<file path="src/rtl/updown_count_decoder.sv">
// updown_count_decoder: recovers the up/down command behind a count stream
// and keeps run-length and irregular-step statistics.
module updown_count_decoder #(
    parameter int WIDTH = 32,
    parameter int RUNW  = 16
) (
    input  logic             clk,
    input  logic             reset,
    input  logic [WIDTH-1:0] count,
    input  logic             count_valid,
    input  logic             clear,
    output logic [1:0]       up_down,
    output logic             dir_valid,
    output logic [WIDTH-1:0] delta,
    output logic [RUNW-1:0]  run_len,
    output logic [RUNW-1:0]  irr_cnt
);

    typedef enum logic {
        EMPTY,
        TRACK
    } state_t;

    localparam logic [RUNW-1:0] SAT = {RUNW{1'b1}};

    state_t           state;
    logic [WIDTH-1:0] prev_count;
    logic             fresh;
    logic [WIDTH-1:0] d;
    logic [1:0]       code;

    assign d = count - prev_count;

    always_comb begin
        code = 2'b11;
        unique case (1'b1)
            (d == '0):          code = 2'b00;
            (d == WIDTH'(1)):   code = 2'b01;
            (d == {WIDTH{1'b1}}): code = 2'b10;
            default:            code = 2'b11;
        endcase
    end

    // fresh marks that the next classification starts a new run
    always_ff @(posedge clk or negedge reset) begin
        if (!reset) begin
            state      <= EMPTY;
            prev_count <= '0;
            fresh      <= 1'b0;
            up_down    <= 2'b00;
            dir_valid  <= 1'b0;
            delta      <= '0;
            run_len    <= '0;
            irr_cnt    <= '0;
        end else begin
            dir_valid <= 1'b0;
            if (clear) begin
                state   <= EMPTY;
                fresh   <= 1'b0;
                up_down <= 2'b00;
                delta   <= '0;
                run_len <= '0;
                irr_cnt <= '0;
            end else if (count_valid) begin
                prev_count <= count;
                unique case (state)
                    EMPTY: begin
                        state <= TRACK;
                        fresh <= 1'b1;
                    end
                    TRACK: begin
                        fresh     <= 1'b0;
                        up_down   <= code;
                        delta     <= d;
                        dir_valid <= 1'b1;
                        if (fresh || code != up_down)
                            run_len <= RUNW'(1);
                        else if (run_len != SAT)
                            run_len <= run_len + 1'b1;
                        if (code == 2'b11 && irr_cnt != SAT)
                            irr_cnt <= irr_cnt + 1'b1;
                    end
                    default: state <= EMPTY;
                endcase
            end
        end
    end

endmodule

</file>
<file path="config.mk">
export PLATFORM = sky130hd
export DESIGN_NAME = updown_count_decoder
export DESIGN_NICKNAME = d
export VERILOG_FILES = /design/src/rtl/updown_count_decoder.sv
export SDC_FILE = /design/constraint.sdc
export NUM_CORES = 1
export LEC_CHECK = 0
export CORE_MARGIN = 1.5
export CORE_UTILIZATION = 30
export CTS_CLUSTER_SIZE = 12
export DETAILED_ROUTE_END_ITERATION = 8
export PLACE_DENSITY = 0.53
export SLEW_MARGIN = 40
export SYNTH_ARGS = -nofsm -noshare
export SYNTH_HDL_FRONTEND = slang
export SYNTH_SLANG_ARGS = --single-unit
</file>
<file path="constraint.sdc">
create_clock -name clk -period 6.41 [get_ports clk]
set_clock_uncertainty 0.05 [all_clocks]
set_input_delay 1.282 -clock clk [delete_from_list [all_inputs] [get_ports clk]]
set_output_delay 1.282 -clock clk [all_outputs]
set_load 0.01 [all_outputs]
</file>
Word level (Yosys, flattened, before mapping)
Cells that the tools add are included.
{"block": "classes", "bitwise_logic": 2, "n_mux": 24, "n_addsub": 3, "eq_ne": 6, "reduce_logical": 11}
{"operator": "16-bit two-way mux", "count": 9}
{"operator": "32-bit two-way mux", "count": 3}
{"operator": "16-bit by 1-bit adder with 16-bit output, second input constant", "count": 2}
{"operator": "32-bit by 1-bit equality test with 1-bit output, second input constant", "count": 1}
{"operator": "32-bit equality test, second input constant", "count": 1}
{"operator": "32-bit zero test", "count": 1}
{"operator": "16-bit inequality test, second input constant", "count": 2}
{"operator": "32-bit subtractor", "count": 1}
{"operator": "1-bit two-way mux", "count": 7}
{"operator": "2-bit two-way mux", "count": 3}
{"operator": "2-bit one-hot mux with 3 select lines", "count": 1}
{"operator": "3-bit AND reduction", "count": 2}
{"operator": "2-bit nonzero test", "count": 3}
{"operator": "2-bit AND reduction", "count": 2}
{"operator": "3-bit nonzero test", "count": 1}
{"operator": "2-bit equality test, second input constant", "count": 1}
{"operator": "2-bit inequality test", "count": 1}
{"operator": "1-bit NOT", "count": 2}
{"operator": "1-bit one-hot mux with 2 select lines", "count": 1}
{"operator": "1-bit logical AND", "count": 1}
{"operator": "1-bit logical OR", "count": 1}
{"block": "word_totals", "elab_cells": 54, "register_bits": 101}

Depth between registers and ports, before layout
Gate-level depths: netlist (run 1).
{"block": "depth", "ltp_word": 9, "mapped_depth": 17, "mapped_depth_nobuf": 16}

Worst setup path before layout (run 1)
No wires, ideal clock.
{"block": "synth_path", "path_type": "input to register", "from": "in count[0]", "to": "reg run_len[11]", "n_path_buf": 0, "setup_ns": 0.126, "required_time_ns": 6.234, "stages": 16, "path_slack_ns": 1.513, "t_arrival_ns": 4.721, "cell_sequence": "inv_1 ha_1 fa_1 nand2b_1 a21oi_2 o21ai_2 o21a_1 or4_4 a31oi_4 xor2_2 nor4_1 and3_4 mux2i_4 o22ai_4 and3_1 a221o_1"}
{"block": "synth_between", "elab_chain_cells": 9, "word_cells_on_any_way": 13, "cone_classes": "add/sub (1); eq/ne (3); mux (5); reduce/logical (4)"}
{"item": "start, declared", "line": "9", "source": "input logic [WIDTH-1:0] count,"}
{"item": "32-bit subtractor *", "line": "32", "source": "assign d = count - prev_count;"}
{"item": "32-bit equality test (tied with other cells)", "line": "39", "source": "(d == {WIDTH{1'b1}}): code = 2'b10;"}
{"item": "2-bit one-hot mux with 3 select lines *", "line": "36", "source": "unique case (1'b1)"}
{"item": "2-bit inequality test *", "line": "76", "source": "if (fresh || code != up_down)"}
{"item": "1-bit logical OR *", "line": "76"}
{"item": "16-bit two-way mux", "line": "76"}
{"item": "16-bit two-way mux", "line": "66", "source": "unique case (state)"}
{"item": "16-bit two-way mux", "line": "64", "source": "end else if (count_valid) begin"}
{"item": "16-bit two-way mux", "line": "57", "source": "if (clear) begin"}
{"item": "end signal, assigned", "line": "79", "source": "run_len <= run_len + 1'b1;"}
{"item": "end, declared", "line": "15", "source": "output logic [RUNW-1:0] run_len,"}
Mark *: on every way between the ends. The rest lies on a longest branch, timed or not. The select of a mux whose other input is x is not followed.
A chain may end at the register's enable or synchronous reset.

Final worst setup path (run 1)
{"block": "layout_path", "from": "in count[0]", "to": "reg run_len[2]"}
Same word-level chain as after synthesis.

==> results of run 1 <==
metal layers:
metal	track usage	wire [um]
met5	0	0
met1	0.221	8960
met2	0.263	8600
met3	0.0228	575
met4	0.0458	216
through the flow:
| step | std cells | instance area [um2] | worst slack, ns | power [mW] | hold WS, ns |
|---|---|---|---|---|---|
| 3_3_place_gp | 1130 | 7920 | 0.490 | 1.42 | 0.421 |
| 3_5_place_dp | 1131 | 7940 | 0.458 | 1.42 | 0.429 |
| 2_1_floorplan | 776 | 6650 | 1.51 | 1.19 | 0.451 |
| 4_1_cts | 1146 | 8210 | 0.846 | 1.96 | 0.447 |
| 5_1_grt | 1146 | 8210 | 0.591 | 2.06 | 0.480 |
| 6_report | 1146 | 8210 | 0.829 | 1.95 | 0.442 |
power groups by stage:
stage                     clock [mW]  sequential, mW  combinational, mW
after floorplan                    0           0.723              0.468
after global placement             0           0.723              0.694
after detailed placement           0           0.724              0.699
after CTS                      0.549           0.712              0.702
after global routing           0.570           0.716              0.777
final                          0.537           0.711              0.700
cell type report:
cell class              count  area, um2  share of cell area
multi-input cells         592       3800               0.463
clock buffers               9        225              0.0274
repair buffers            108       1070               0.130
inverters                  50        188              0.0229
clock inverters             6       46.3             0.00564
well taps                 280        350              0.0427
flip-flops and latches    101       2530               0.308
critical path: cells and delay by family:
family / cells / cell delay (ns)
and+or+nand+nor: 6 / 1.76
AOI/OAI and AO/OA: 6 / 1.47
adders and majority gates: 2 / 0.59
buffers and inverters: 2 / 0.53
xor gates and xnor gates: 1 / 0.17
cell usage in the layout (no fill, tap or decap), types with 18 or more instances in the layout:
master,n
xnor2_1,22
dfrtp_1,101
inv_1,49
a21oi_1,48
nor2_1,62
ha_1,34
o21ai_0,64
a22o_1,18
nand2_1,116
and3_1,19
clkdlybuf4s50_1,101
flip-flops by register name (all words and copies together) (netlist names):
| signal | cells |
|---|---|
| state | 1 |
| prev_count | 32 |
| run_len | 16 |
| delta | 32 |
| dir_valid | 1 |
| up_down | 2 |
| fresh | 1 |
| irr_cnt | 16 |
cell families (layout without fill, tap and decap cells):
group                    count (synthesis)  after routing  synth area share
multiplexers                             7              7            0.0130
AO/OA/AOI/OAI                          214            214             0.211
adder cells (fa/ha/maj)                 35             35            0.0670
AND/OR/NAND/NOR                        295            295             0.221
XOR/XNOR                                41             41            0.0563
buffers and inverters                   83            173            0.0508
flip-flops                             101            101             0.380
path summary, 6_finish.rpt:
path                                            from                         end  slack, ns
max                                         count[0]      run_len[2]$_DFFE_PN0P_       0.83
min                             delta[0]$_DFFE_PN0P_        delta[0]$_DFFE_PN0P_       0.44
max reg2reg                prev_count[0]$_DFFE_PN0P_      run_len[2]$_DFFE_PN0P_       1.88
min reg2reg                     delta[0]$_DFFE_PN0P_        delta[0]$_DFFE_PN0P_       0.44
max in group asynchronous                      reset  prev_count[21]$_DFFE_PN0P_       4.31
min in group asynchronous                      reset      run_len[9]$_DFFE_PN0P_       0.90
==> summary.txt, run 1 <==
Outcome
  • Status: completed

Floorplan
  • Die width: around 150 um
  • Die Y: ~150 um
  • # rows: 54
  • Top Ports: 103
  • Core ar.: 21800 um2
  • Initial core utilization: 0.305
  • Die area: about 23000 um2

Detailed routing
  • Post-route DRC: 0
  • Vias/cell: between 5 and 6
  • Routed len/inst: approximately 16 um
  • Total number of vias: between 5000 and 6000
  • Detail Route Antenna Nets: 0
  • DRT iter0 DRCs: 284
  • Count of TritonRoute iterations in the first routing pass: 4
  • Routed wire length: around 18000 um

Power and ir drop
  • Share of total power in the clock network: 0.276
  • Sequential share of power: 0.365
  • Leakage power: about 3.4 nW
  • Sw Ratio: 0.376
  • Peak VDD IR: ~0.00011 V
  • Switching pwr: approximately 0.73 mW
  • Combinational group share of total power: 0.360
  • Pwr/cell area: about 240 nW/um2
  • Internal: ~1.2 mW

Synthesis
  • Post-synth top area share: 0.380
  • Most common library cells after synthesis: nand2_1 (116), dfrtp_1 (101), o21ai_0 (64)
  • Post-Syn Area: around 6600 um2
  • Net Count, Synth: between 800 and 900
  • Synthesized area per cell: between 8 and 9 um2
  • Top_reg_cell synth: dfrtp_1
  • Syn Inst Count: between 700 and 800
  • Most frequent cell after synthesis: nand2_1
  • Ys Warns: 0
  • Yosys cell types: 76
  • Fraction of registers with async set or reset after synthesis: 1.00
  • Synth area leaders: dfrtp_1 (38%), nand2_1 (6.6%), ha_1 (6.4%)
  • Post-synth EDFFs: 0
  • Yosys reg bits: between 100 and 150
  • Register area share after synthesis: 0.380
  • Leading area contributor after synthesis: dfrtp_1

Timing
  • Final setup violation count: 0
  • Fin crit period: between 5 and 6 ns
  • Final hold vios: 0
  • Rel. slew slack: 0.521
  • Peak Freq: about 0.18 GHz
  • RSZ-0062 raised after global routing: no
  • Fin crit share: 0.871
  • Slew Viols, Final: 0
  • Setup TNS: 0 ns
  • Worst slew pin tran: between 0.7 and 0.8 ns

Clock tree
  • H-Tree Depth: 3
  • Clock Path Buffers: 2
  • Hold Buf Count CTS: 0
  • Number of post-CTS setup repair buffers: 0
  • Root Driver: clkbuf_16
  • # resized after CTS: 0
  • Clock insertion delay at the later pin of the skew report: between 0.3 and 0.4 ns
  • CTS sink cnt: around 100
  • Worst-path clk slew: about 0.080 ns
  • CTS buffer count: 9
  • TritonCTS clock tree: built

Final layout
  • Final #Nets: between 900 and 1000
  • Share of layout cells above drive strength 1: 0.0658
  • Area grow syn2layout: 23.5%
  • FILL cells: 2276
  • Post-layout util: 0.377
  • Ant. Diodes: 0

Worst setup path
  • R2R cell count: 15
  • Slowest library cell on the worst path: or4_4
  • Critical Path Most Common Cell: or4_4
  • Crit start category: input pin
  • Crit path max fanout: 17
  • Critical Path Sink Type: register
  • Critical path class: input pin to register
  • Crit path largest cell delay: approximately 0.50 ns
  • Crit path cell chain: clkdlybuf4s50_1 > inv_1 > ha_1 > fa_1 > nand2b_1 > a21oi_2 > o21ai_2 > o21a_1 > or4_4 > a31oi_4 > xnor2_1 > nor2_1 > and4_1 > or4_4 > o22ai_4 > nand3_2 > o22ai_1
  • Critical Path RT: 6.64 ns
  • Worst endpoint data arrival time: around 5.8 ns

Run
  • Max Cap Viol: 0

Global routing
  • Global-route wire length before repair: between 30000 and 40000 um
  • GR Util All Layers: 0.161
  • Largest net degree at the start of global routing: 64
  • GRT overflow: 0
  • Antenna violations before repair: 0
  • Number of global-route vias before repair: around 5600

Worst hold path
  • Worst hold stages: 2
  • Worst min-delay path class: register to register

Place
  • Post-DP HPWL: 13900 um
  • Port Buffer Count: between 100 and 150
  • GPL Wtd Cong: 0.839
No activity file was read; power rests on OpenSTA's default activity.
==> run 2: changes to the inputs <==
Settings changed: CORE_UTILIZATION 30 to 55, PLACE_DENSITY 0.53 to 0.84.
==> run 2 against run 1 <==
  * Sequential power about the same
  * Largest power group unchanged
  * Fmax is 0.76% higher
  * Critical path depth did not move
  * Clock power increased by 7.1%
  * Design area shrank 1.7%
  * Setup slack improved by 0.042 ns
  * Critical path type unchanged
  * Global-route usage up 12 points
  * Non-clock buffer count shrank 1
==> summary.txt, run 2 (same netlist as run 1, synthesis figures left out) <==
Outcome
  • Status: completed

Detailed routing
  • Routed len/inst: roughly 17 um
  • Total number of vias: approximately 6200
  • DRT iter0 DRCs: 518
  • Detail Route Antenna Nets: 0
  • Routed wire length: 17400 um
  • Vias/cell: 6.18
  • Count of TritonRoute iterations in the first routing pass: 5
  • Post-route DRC: 0

Clock tree
  • Clock Path Buffers: 2
  • CTS buffer count: 9
  • CTS sink cnt: 101
  • Hold Buf Count CTS: 0
  • Root Driver: clkbuf_16
  • Worst-path clk slew: about 0.070 ns
  • Clock insertion delay at the later pin of the skew report: around 0.36 ns
  • # resized after CTS: 0
  • Number of post-CTS setup repair buffers: 0
  • TritonCTS clock tree: built
  • H-Tree Depth: 3

Final layout
  • Area grow syn2layout: 21.3%
  • Commonest non-fill, non-tap cells in the layout: nand2_1 (116), dfrtp_1 (101), clkdlybuf4s50_1 (100), o21ai_0 (64), nor2_1 (62)
  • Share of layout cells above drive strength 1: 0.0647
  • Final #Nets: between 900 and 1000
  • Ant. Diodes: 0
  • Largest regs: delta: 32 flops, prev_count: 32 flops
  • Non-filler cells, final: between 1000 and 1500
  • Final instance area: roughly 8100 um2
  • Most common cell after layout, fill and taps aside: nand2_1

Global routing
  • Global-route wire length before repair: approximately 29000 um
  • GRT overflow: 0
  • Antenna violations before repair: 0
  • Number of global-route vias before repair: 6072
  • Largest net degree at the start of global routing: between 60 and 70
  • GR Util All Layers: 0.281

Worst hold path
  • Worst Hold End: delta[0]$_DFFE_PN0P_
  • Worst hold stages: 2
  • Worst min-delay path class: register to register
  • Hold path startpoint: delta[0]$_DFFE_PN0P_

Place
  • Cell Area, Placed: approximately 7800 um2
  • Inst Count DP: 993
  • Port Buffer Count: 102
  • Post-DP HPWL: between 10000 and 15000 um
  • GPL Wtd Cong: 0.918

Floorplan
  • Core ar.: around 12000 um2
  • Die Y: roughly 110 um
  • Die width: 113 um
  • Top Ports: 103
  • Initial core utilization: 0.572
  • # rows: 39
  • Die area: ~13000 um2

Power and ir drop
  • Share of total power in the clock network: 0.289
  • Peak VDD IR: 0.000166 V
  • Sw Ratio: 0.363
  • Internal: about 1.3 mW
  • Switching pwr: about 0.72 mW
  • Combinational group share of total power: 0.354
  • Leakage power: about 3.4 nW
  • Pwr/cell area: 247 nW/um2
  • Sequential share of power: 0.357

Worst setup path
  • Worst endpoint data arrival time: 5.76 ns
  • R2R cell count: 15
  • Crit Reg-Reg Startpoint: prev_count[0]$_DFFE_PN0P_
  • Critical Path RT: between 6 and 7 ns
  • Crit start category: input pin
  • Crit path max fanout: 17
  • Critical register-to-register path endpoint: run_len[2]$_DFFE_PN0P_
  • Critical path class: input pin to register
  • Critical Path Sink Type: register
  • R2r setup slk: between 1.5 and 2 ns

Timing
  • Worst slew pin tran: 0.677 ns
  • Setup TNS: 0 ns
  • Fin crit period: 5.54 ns
  • Final setup violation count: 0
  • Rel. slew slack: 0.545
  • RSZ-0062 raised after global routing: no
  • Slew Viols, Final: 0
  • Peak Freq: approximately 0.18 GHz
  • Final hold vios: 0
  • Fin crit share: 0.864

Run
  • Max Cap Viol: 0
-- run 2: changes by cell type in the layout (fill, tap and decap cells not counted) --
cell,before,now
bufinv_16,0,1
buf_6,0,1
buf_2,0,1
clkbuf_8,0,1
buf_4,6,3
clkdlybuf4s50_1,101,100
clkinv_2,1,0
buf_8,1,2
clkinvlp_4,2,1
clkbuf_1,0,2
clkinv_4,1,0
-- run 2: critical path, cell delays in order --
cell,delay (ns)
clkdlybuf4s50_1,0.48
inv_1,0.07
ha_1,0.20
fa_1,0.39
nand2b_1,0.20
a21oi_2,0.23
o21ai_2,0.13
o21a_1,0.25
or4_4,0.50
a31oi_4,0.24
xnor2_1,0.16
nor2_1,0.07
and4_1,0.24
or4_4,0.44
o22ai_4,0.41
nand3_2,0.28
o22ai_1,0.19
-- run 2: worst max-delay path by stage --
stage | to | slack, ns | startpoint
floorplan | run_len[11]$_DFFE_PN0P_ | 1.51 | count[0]
detailed placement | run_len[9]$_DFFE_PN0P_ | 0.51 | count[0]
global route | run_len[9]$_DFFE_PN0P_ | 0.69 | count[0]
global placement | run_len[9]$_DFFE_PN0P_ | 0.68 | count[0]
finish | run_len[2]$_DFFE_PN0P_ | 0.87 | count[0]
CTS | run_len[9]$_DFFE_PN0P_ | 0.87 | count[0]
-- run 2: per-stage QoR --
step | util | setup slack [ns] | total power, mW | hold slack (ns)
global route | 0.694 | 0.689 | 2.09 | 0.459
floorplan | - | 1.51 | 1.19 | 0.451
CTS | 0.694 | 0.873 | 1.99 | 0.443
global placement | 0.666 | 0.683 | 1.39 | 0.420
detailed placement | 0.668 | 0.513 | 1.41 | 0.426
finish | 0.694 | 0.871 | 1.99 | 0.436
-- run 2: cell type report --
cell class	count	area (um2)
Timing Repair Buffer	107	1070
Inverter	50	188
Multi-Input combinational cell	592	3800
Sequential cell	101	2530
Clock inverter	4	55.1
Clock buffer	12	246
Fill cell	927	3550
Tap cell	143	179
-- run 2: metal layers --
metal,share of wire,track usage,up-vias
li1,-,-,2932
met5,0,0,-
met1,0.45,0.379,3013
met3,0.049,0.0327,45
met2,0.48,0.462,250
met4,0.028,0.126,0
-- run 2: power groups by stage --
| stage | Sequential, mW | Clock [mW] | Combinational (mW) |
|---|---|---|---|
| after global routing | 0.715 | 0.601 | 0.773 |
| after detailed placement | 0.723 | 0 | 0.691 |
| after CTS | 0.711 | 0.579 | 0.696 |
| final | 0.711 | 0.575 | 0.705 |
| after floorplan | 0.723 | 0 | 0.468 |
| after global placement | 0.720 | 0 | 0.671 |
